[src/rtl/mem_sync_xfer_if.sv]
// mem_sync_xfer_if
// Bundles the per-bank sync request side and the beat-level memory bus of
// mem_sync_xfer into one parameterised interface.
//
// Signals (NBANKS = 2**(BGWIDTH+BAWIDTH), flat bank index = {bg,ba}):
//   req        [NBANKS]            level request per bank, held until sync
//   op         [NBANKS]            0 = fill (DRAM->cache), 1 = writeback
//   RowId      [NBANKS*ADDRWIDTH]  DRAM row per bank, bank i at [i*ADDRWIDTH +: ADDRWIDTH]
//   cRowId     [NBANKS*CHWIDTH]    cache row per bank, bank i at [i*CHWIDTH +: CHWIDTH]
//   mem_valid                      beat request valid
//   mem_ready                      beat accepted when mem_valid && mem_ready
//   mem_wr                         direction of the transfer in progress
//   mem_addr                       {bank, row, beat}
//   cache_addr                     {cRow, beat}
//   sync       [NBANKS]            one-cycle completion pulse to served bank
//   busy                           engine not idle
//
// Modports:
//   master - the transfer engine (drives the memory bus and sync/busy)
//   slave  - requesters plus memory model (drive req/op/rows and mem_ready)
interface mem_sync_xfer_if #(
    parameter int BGWIDTH   = 2,
    parameter int BAWIDTH   = 2,
    parameter int CHWIDTH   = 6,
    parameter int ADDRWIDTH = 17,
    parameter int BEATWIDTH = 3
) ();
    localparam int BKWIDTH = BGWIDTH + BAWIDTH;
    localparam int NBANKS  = 2 ** BKWIDTH;
    localparam int MAWIDTH = BKWIDTH + ADDRWIDTH + BEATWIDTH;
    localparam int CAWIDTH = CHWIDTH + BEATWIDTH;

    logic [NBANKS-1:0]           req;
    logic [NBANKS-1:0]           op;
    logic [NBANKS*ADDRWIDTH-1:0] RowId;
    logic [NBANKS*CHWIDTH-1:0]   cRowId;
    logic                        mem_valid;
    logic                        mem_ready;
    logic                        mem_wr;
    logic [MAWIDTH-1:0]          mem_addr;
    logic [CAWIDTH-1:0]          cache_addr;
    logic [NBANKS-1:0]           sync;
    logic                        busy;

    modport master (
        input  req, op, RowId, cRowId, mem_ready,
        output mem_valid, mem_wr, mem_addr, cache_addr, sync, busy
    );

    modport slave (
        output req, op, RowId, cRowId, mem_ready,
        input  mem_valid, mem_wr, mem_addr, cache_addr, sync, busy
    );
endinterface

[src/rtl/mem_sync_xfer.sv]
// mem_sync_xfer
// Row synchronisation engine between a DRAM and a row cache. Banks raise a
// level request; one bank at a time is granted round-robin, its direction and
// row addresses are latched, and the whole row is moved as BEATS = 2**BEATWIDTH
// valid/ready beats. Completion is signalled by a one-cycle sync pulse to the
// served bank.
//
// Ports:
//   clk      - single clock, rising edge
//   reset_n  - asynchronous, active-low reset
//   bus      - mem_sync_xfer_if.master: req/op/RowId/cRowId/mem_ready in,
//              mem_valid/mem_wr/mem_addr/cache_addr/sync/busy out
module mem_sync_xfer #(
    parameter int BGWIDTH   = 2,
    parameter int BAWIDTH   = 2,
    parameter int CHWIDTH   = 6,
    parameter int ADDRWIDTH = 17,
    parameter int BEATWIDTH = 3
) (
    input  logic             clk,
    input  logic             reset_n,
    mem_sync_xfer_if.master  bus
);
    localparam int BKWIDTH = BGWIDTH + BAWIDTH;
    localparam int NBANKS  = 2 ** BKWIDTH;
    localparam int MAWIDTH = BKWIDTH + ADDRWIDTH + BEATWIDTH;
    localparam int CAWIDTH = CHWIDTH + BEATWIDTH;

    typedef enum logic [1:0] {
        IDLE = 2'd0,
        XFER = 2'd1,
        DONE = 2'd2
    } state_t;

    state_t                 state_q, state_d;
    logic [BKWIDTH-1:0]     bank_q, bank_d;
    logic [BKWIDTH-1:0]     last_grant_q, last_grant_d;
    logic                   blank_q, blank_d;
    logic                   op_q, op_d;
    logic [ADDRWIDTH-1:0]   row_q, row_d;
    logic [CHWIDTH-1:0]     crow_q, crow_d;
    logic [BEATWIDTH-1:0]   beat_q, beat_d;

    logic [NBANKS-1:0]      eligible;
    logic [BKWIDTH-1:0]     cand;
    logic                   grant_vld;
    logic [BKWIDTH-1:0]     grant_idx;

    logic                   mem_valid;
    logic                   mem_wr;
    logic [MAWIDTH-1:0]     mem_addr;
    logic [CAWIDTH-1:0]     cache_addr;
    logic [NBANKS-1:0]      sync;

    // The bank served last is masked for exactly one IDLE cycle so a requester
    // that drops req one cycle after its sync pulse is not served twice.
    always_comb begin
        eligible = bus.req;
        if (blank_q) begin
            eligible[last_grant_q] = 1'b0;
        end
    end

    // Round-robin search from last_grant+1 upward; the BKWIDTH-bit add wraps
    // naturally, and the final candidate is last_grant itself.
    always_comb begin
        grant_vld = 1'b0;
        grant_idx = '0;
        cand      = '0;
        for (int unsigned i = 1; i <= NBANKS; i++) begin
            cand = last_grant_q + BKWIDTH'(i);
            if (!grant_vld && eligible[cand]) begin
                grant_vld = 1'b1;
                grant_idx = cand;
            end
        end
    end

    always_ff @(posedge clk or negedge reset_n) begin
        if (!reset_n) begin
            state_q      <= IDLE;
            bank_q       <= '0;
            last_grant_q <= '1;
            blank_q      <= 1'b0;
            op_q         <= 1'b0;
            row_q        <= '0;
            crow_q       <= '0;
            beat_q       <= '0;
        end else begin
            state_q      <= state_d;
            bank_q       <= bank_d;
            last_grant_q <= last_grant_d;
            blank_q      <= blank_d;
            op_q         <= op_d;
            row_q        <= row_d;
            crow_q       <= crow_d;
            beat_q       <= beat_d;
        end
    end

    always_comb begin
        state_d      = state_q;
        bank_d       = bank_q;
        last_grant_d = last_grant_q;
        blank_d      = blank_q;
        op_d         = op_q;
        row_d        = row_q;
        crow_d       = crow_q;
        beat_d       = beat_q;

        mem_valid    = 1'b0;
        mem_wr       = 1'b0;
        mem_addr     = '0;
        cache_addr   = '0;
        sync         = '0;

        unique case (state_q)
            IDLE: begin
                blank_d = 1'b0;
                if (grant_vld) begin
                    bank_d  = grant_idx;
                    op_d    = bus.op[grant_idx];
                    row_d   = bus.RowId[int'(grant_idx) * ADDRWIDTH +: ADDRWIDTH];
                    crow_d  = bus.cRowId[int'(grant_idx) * CHWIDTH +: CHWIDTH];
                    beat_d  = '0;
                    state_d = XFER;
                end
            end
            XFER: begin
                mem_valid  = 1'b1;
                mem_wr     = op_q;
                mem_addr   = {bank_q, row_q, beat_q};
                cache_addr = {crow_q, beat_q};
                if (bus.mem_ready) begin
                    if (beat_q == '1) begin
                        beat_d  = '0;
                        state_d = DONE;
                    end else begin
                        beat_d  = beat_q + 1'b1;
                    end
                end
            end
            DONE: begin
                sync[bank_q] = 1'b1;
                last_grant_d = bank_q;
                blank_d      = 1'b1;
                state_d      = IDLE;
            end
            default: begin
                state_d = IDLE;
            end
        endcase
    end

    assign bus.mem_valid  = mem_valid;
    assign bus.mem_wr     = mem_wr;
    assign bus.mem_addr   = mem_addr;
    assign bus.cache_addr = cache_addr;
    assign bus.sync       = sync;
    assign bus.busy       = (state_q != IDLE);
endmodule

[src/flat_wrapper.sv]
// flat-port wrapper written by rule: the top's interface ports become plain ports
module mem_sync_xfer_flat 
#(
    parameter int BGWIDTH   = 2,
    parameter int BAWIDTH   = 2,
    parameter int CHWIDTH   = 6,
    parameter int ADDRWIDTH = 17,
    parameter int BEATWIDTH = 3
)
  (clk, reset_n, bus_req, bus_op, bus_RowId, bus_cRowId, bus_mem_ready, bus_mem_valid, bus_mem_wr, bus_mem_addr, bus_cache_addr, bus_sync, bus_busy);
  mem_sync_xfer_if #(.BGWIDTH(BGWIDTH), .BAWIDTH(BAWIDTH), .CHWIDTH(CHWIDTH), .ADDRWIDTH(ADDRWIDTH), .BEATWIDTH(BEATWIDTH)) bus_i ();
  input  logic clk;
  input  logic reset_n;
  input wire logic [$bits(bus_i.req)-1:0] bus_req;
  input wire logic [$bits(bus_i.op)-1:0] bus_op;
  input wire logic [$bits(bus_i.RowId)-1:0] bus_RowId;
  input wire logic [$bits(bus_i.cRowId)-1:0] bus_cRowId;
  input wire logic [$bits(bus_i.mem_ready)-1:0] bus_mem_ready;
  output wire logic [$bits(bus_i.mem_valid)-1:0] bus_mem_valid;
  output wire logic [$bits(bus_i.mem_wr)-1:0] bus_mem_wr;
  output wire logic [$bits(bus_i.mem_addr)-1:0] bus_mem_addr;
  output wire logic [$bits(bus_i.cache_addr)-1:0] bus_cache_addr;
  output wire logic [$bits(bus_i.sync)-1:0] bus_sync;
  output wire logic [$bits(bus_i.busy)-1:0] bus_busy;
  assign bus_i.req = bus_req;
  assign bus_i.op = bus_op;
  assign bus_i.RowId = bus_RowId;
  assign bus_i.cRowId = bus_cRowId;
  assign bus_i.mem_ready = bus_mem_ready;
  assign bus_mem_valid = bus_i.mem_valid;
  assign bus_mem_wr = bus_i.mem_wr;
  assign bus_mem_addr = bus_i.mem_addr;
  assign bus_cache_addr = bus_i.cache_addr;
  assign bus_sync = bus_i.sync;
  assign bus_busy = bus_i.busy;
  mem_sync_xfer #(.BGWIDTH(BGWIDTH), .BAWIDTH(BAWIDTH), .CHWIDTH(CHWIDTH), .ADDRWIDTH(ADDRWIDTH), .BEATWIDTH(BEATWIDTH)) u_core (.clk(clk), .reset_n(reset_n), .bus(bus_i));
endmodule
[config.mk]
export PLATFORM = sky130hd
export DESIGN_NAME = mem_sync_xfer_flat
export DESIGN_NICKNAME = d
export VERILOG_FILES = /design/src/rtl/mem_sync_xfer_if.sv /design/src/rtl/mem_sync_xfer.sv /design/src/flat_wrapper.sv
export SDC_FILE = /design/constraint.sdc
export NUM_CORES = 1
export LEC_CHECK = 0
export CORE_AREA = 2 2 175 177
export CTS_BUF_LIST = sky130_fd_sc_hd__clkbuf_2
export CTS_CLUSTER_SIZE = 30
export DETAILED_ROUTE_END_ITERATION = 8
export DIE_AREA = 0 0 177 179
export PLACE_DENSITY = 0.63
export SYNTH_ARGS = -nofsm -noshare
export SYNTH_HDL_FRONTEND = slang
export SYNTH_SLANG_ARGS = --single-unit
[constraint.sdc]
create_clock -name clk -period 9.8 [get_ports clk]
set_input_delay 2.45 -clock clk [delete_from_list [all_inputs] [get_ports clk]]
set_output_delay 2.45 -clock clk [all_outputs]
set_load 0.005 [all_outputs]
==> impl_metrics.csv <==
group,metric,value,unit
yosys,synth_top_area_share,25.2,%
power_and_ir_drop,power_frac_comb,89.7,%
setup_path,slowest_stage,"dfstp_2",
drt,drt_first_pass_iters,5,
clock_network,htreeDepth,2,
drt,ant_nets,0,
power_and_ir_drop,vdd_drop_max,0.386,mV
drt,routedWlPerCell,23.8,um
timing,finalHoldViolCount,0,
timing,fmax,0.137,GHz
timing,setup_viol,0,
layout,post-route-util,42.4,%
global_routing,track_usage,24.6,%
die,ioPinCount,455,
layout,seq_area,956,um2
setup_path,cp.arrival,7.72,ns
setup_path,path_class,"register to register",
yosys,synthCells,932,
power_and_ir_drop,p_leak,5.29,nW
global_routing,grt_pass1_vias,9251,
setup_path,cp_max_fo,60,
timing,slew_headroom,26.0,%
yosys,syn_area_per_cell,8.44,um2
layout,fin_nets,1753,
clock_network,cts_resized,0,
layout,nFillCells,3027,
setup_path,slowest_delay,1.08,ns
drt,detail_route.wirelength,41300,um
yosys,synth_area,7870,um2
setup_path,path_cells,"inv_1, ha_1, xnor2_2, mux4_2, a22oi_2, o21ai_2, nor4_4, and4_1, and2b_1, nand3_1, o41a_1, nand2_4, buf_4, mux2i_1, mux2i_1, a211o_1",
placed_design,gp_congestion,0.944,
drt,drc,0,
timing,holdWs,0.529,ns
min_path,hold_class,"register to register",
layout,layout-drive-gt1-share,7.04,%
power_and_ir_drop,power_frac_seq,7.6,%
drt,via_per_inst,5.46,
power_and_ir_drop,power.clock.fraction,2.7,%
die,initial_utilization,26.2,%
clock_network,clk_pin_slew,0.28,ns
die,core,30000,um2
clock_network,clkSinkCount,38,
yosys,yosys.area.top_type,"mux2i_1",
yosys,synth_flop_cell,"dfrtp_1",
setup_path,cp.required,10.22,ns
global_routing,antenna_found_initial,2,
die,fp.dieArea,31700,um2
clock_network,hold_buffers,0,
layout,multi_input_area,6510,um2
clock_network,numCtsBuffers,5,
clock_network,cts_tree,"built",
placed_design,hpwl,33700,um
yosys,syn-num-nets,1350,
yosys,synth.distinct_cells,84,
setup_path,startpoint_type,"register",
power_and_ir_drop,power_density,325,nW/um2
setup_path,cp_num_buf_inv,2,
power_and_ir_drop,p_switching,2.12,mW
yosys,yosys_register_bits,38,
timing,worst_pin_slew,1.11,ns
placed_design,place_inst,1724,
clock_network,cts_setup_buffers,0,
placed_design,portBuffers,454,
clock_network,cts-root-buf,"clkbuf_2",
timing,fin_skew,0.0484,ns
die,die_w,177,um
run_status,outcome,"finished clean",
timing,drv_slew,0,
timing,rsz0062_at_grt,"false",
job,maxCapViolCount,0,
setup_path,cp-end-kind,"register",
global_routing,grt_max_degree,62,
timing,finalCritPeriodShare,74.4,%
global_routing,gr-total-overflow,0,
drt,drt_iter0_markers,747,
yosys,synth_area_leaders,"mux2i_1, dfrtp_1, mux4_2, nand2_1, and2_1",
layout,area_growth_syn_to_layout,61.8,%
clock_network,clock_path_buffers,2,
yosys,yosysSeqAreaShare,12.2,%
power_and_ir_drop,power,4.13,mW
clock_network,clock_latency,0.49,ns
setup_path,path_common_cell,"mux2i_1",
layout,instances_no_fill,1734,
global_routing,grt_pass1_wl,58200,um
yosys,synth-edff-count,0,
setup_path,crit_family,"simple AND/OR/NAND/NOR gates",
yosys,synthArstFlopShare,100,%
die,rows,64,
timing,period_minus_slack,7.29,ns
drt,vias,9468,
die,die_y,179,um
yosys,yosysWarnings,0,
timing,setup_tns,0,ns
power_and_ir_drop,p_sw_share,51.2,%
power_and_ir_drop,internal_power,2.02,mW
-- sequential cells by signal (all words and copies together) (netlist names) --
register             count
u_core.last_grant_q      4
u_core.crow_q            6
u_core.state_q           2
u_core.blank_q           1
u_core.row_q            17
u_core.bank_q            4
u_core.op_q              1
u_core.beat_q            3
-- routing by layer --
metal / global-route usage (%) / wire (um)
met5: 0 / 13
met4: 6.99 / 930
met3: 5.66 / 3560
met2: 40.5 / 20000
met1: 32.0 / 16800
-- through the flow --
stage               setup WS, ns  cell area (um2)
detailed placement          2.07            12700
floorplan                   3.85             7870
finish                      2.51            12700
global route                2.02            12700
CTS                         2.48            12700
global placement            2.08            12700
-- synth_stat cells, drive strengths merged (22+ instances only) --
cell type	instances
buf	48
o21ai	24
o22ai	47
mux2i	199
nand2	119
a211o	25
a22oi	25
dfrtp	34
clkbuf	22
nor2	29
nand3	45
and2	52
mux4	36
-- worst paths after layout --
check / from / to / slack [ns] / depth (start not counted)
max: u_core.last_grant_q[0] / u_core.row_q[4] / 2.51 / 16
min: u_core.beat_q[0] / u_core.beat_q[0] / 0.53 / 1
max reg2reg: u_core.last_grant_q[0] / u_core.row_q[4] / 2.51 / 16
min reg2reg: u_core.beat_q[0] / u_core.beat_q[0] / 0.53 / 1
max in group asynchronous: reset_n / u_core.row_q[16] / 7.04 / 1
min in group asynchronous: reset_n / u_core.row_q[4] / 2.10 / 1
-- power groups by stage --
stage | Sequential (mW) | Combinational, mW | Clock (mW)
4_1_cts | 0.311 | 3.71 | 0.119
2_1_floorplan | 0.261 | 2.76 | 0
3_3_place_gp | 0.313 | 3.69 | 0
3_5_place_dp | 0.316 | 3.70 | 0
6_report | 0.313 | 3.71 | 0.112
5_1_grt | 0.324 | 3.94 | 0.122
-- area by class of cell --
class	instances	share of cell area [%]
multi-input combinational	809	51.1
timing repair buffer	466	36.5
sequential	38	7.51
tap	396	3.89
inverter	15	0.442
clock inverter	3	0.315
clock buffer	5	0.197
antenna	2	0.0393
-- cell usage in the layout, fill, tap and decap left out, types with 6 or more instances in the layout --
cell type and count:
a211o_1 25, a21o_1 6, a21oi_1 14, a22oi_1 24
a31oi_1 6, a32o_1 8, and2_1 52, and3_1 6
buf_4 11, clkdlybuf4s50_1 453, dfrtp_1 34, ha_1 15
inv_1 12, mux2i_1 198, mux4_2 36, nand2_1 118
nand2b_1 6, nand3_1 45, nand3b_1 7, nor2_1 28
nor2b_1 18, nor3_1 14, o211ai_1 9, o21ai_0 21
o22ai_1 47, xnor2_1 6
-- logic make-up (layout without fill, tap and decap cells) --
| kind of cell | count (synthesis) | after routing | share of synthesized area (%) |
|---|---|---|---|
| xor gates and xnor gates | 11 | 11 | 1.51 |
| and+or+nand+nor | 326 | 326 | 21.3 |
| other | 0 | 2 | 0 |
| AOI/OAI and AO/OA | 217 | 217 | 20.5 |
| adders and majority gates | 15 | 15 | 2.39 |
| muxes | 240 | 240 | 36.4 |
| buffers and inverters | 85 | 489 | 5.76 |
| DFF | 38 | 38 | 12.2 |
No activity file was read; power rests on OpenSTA's default activity.
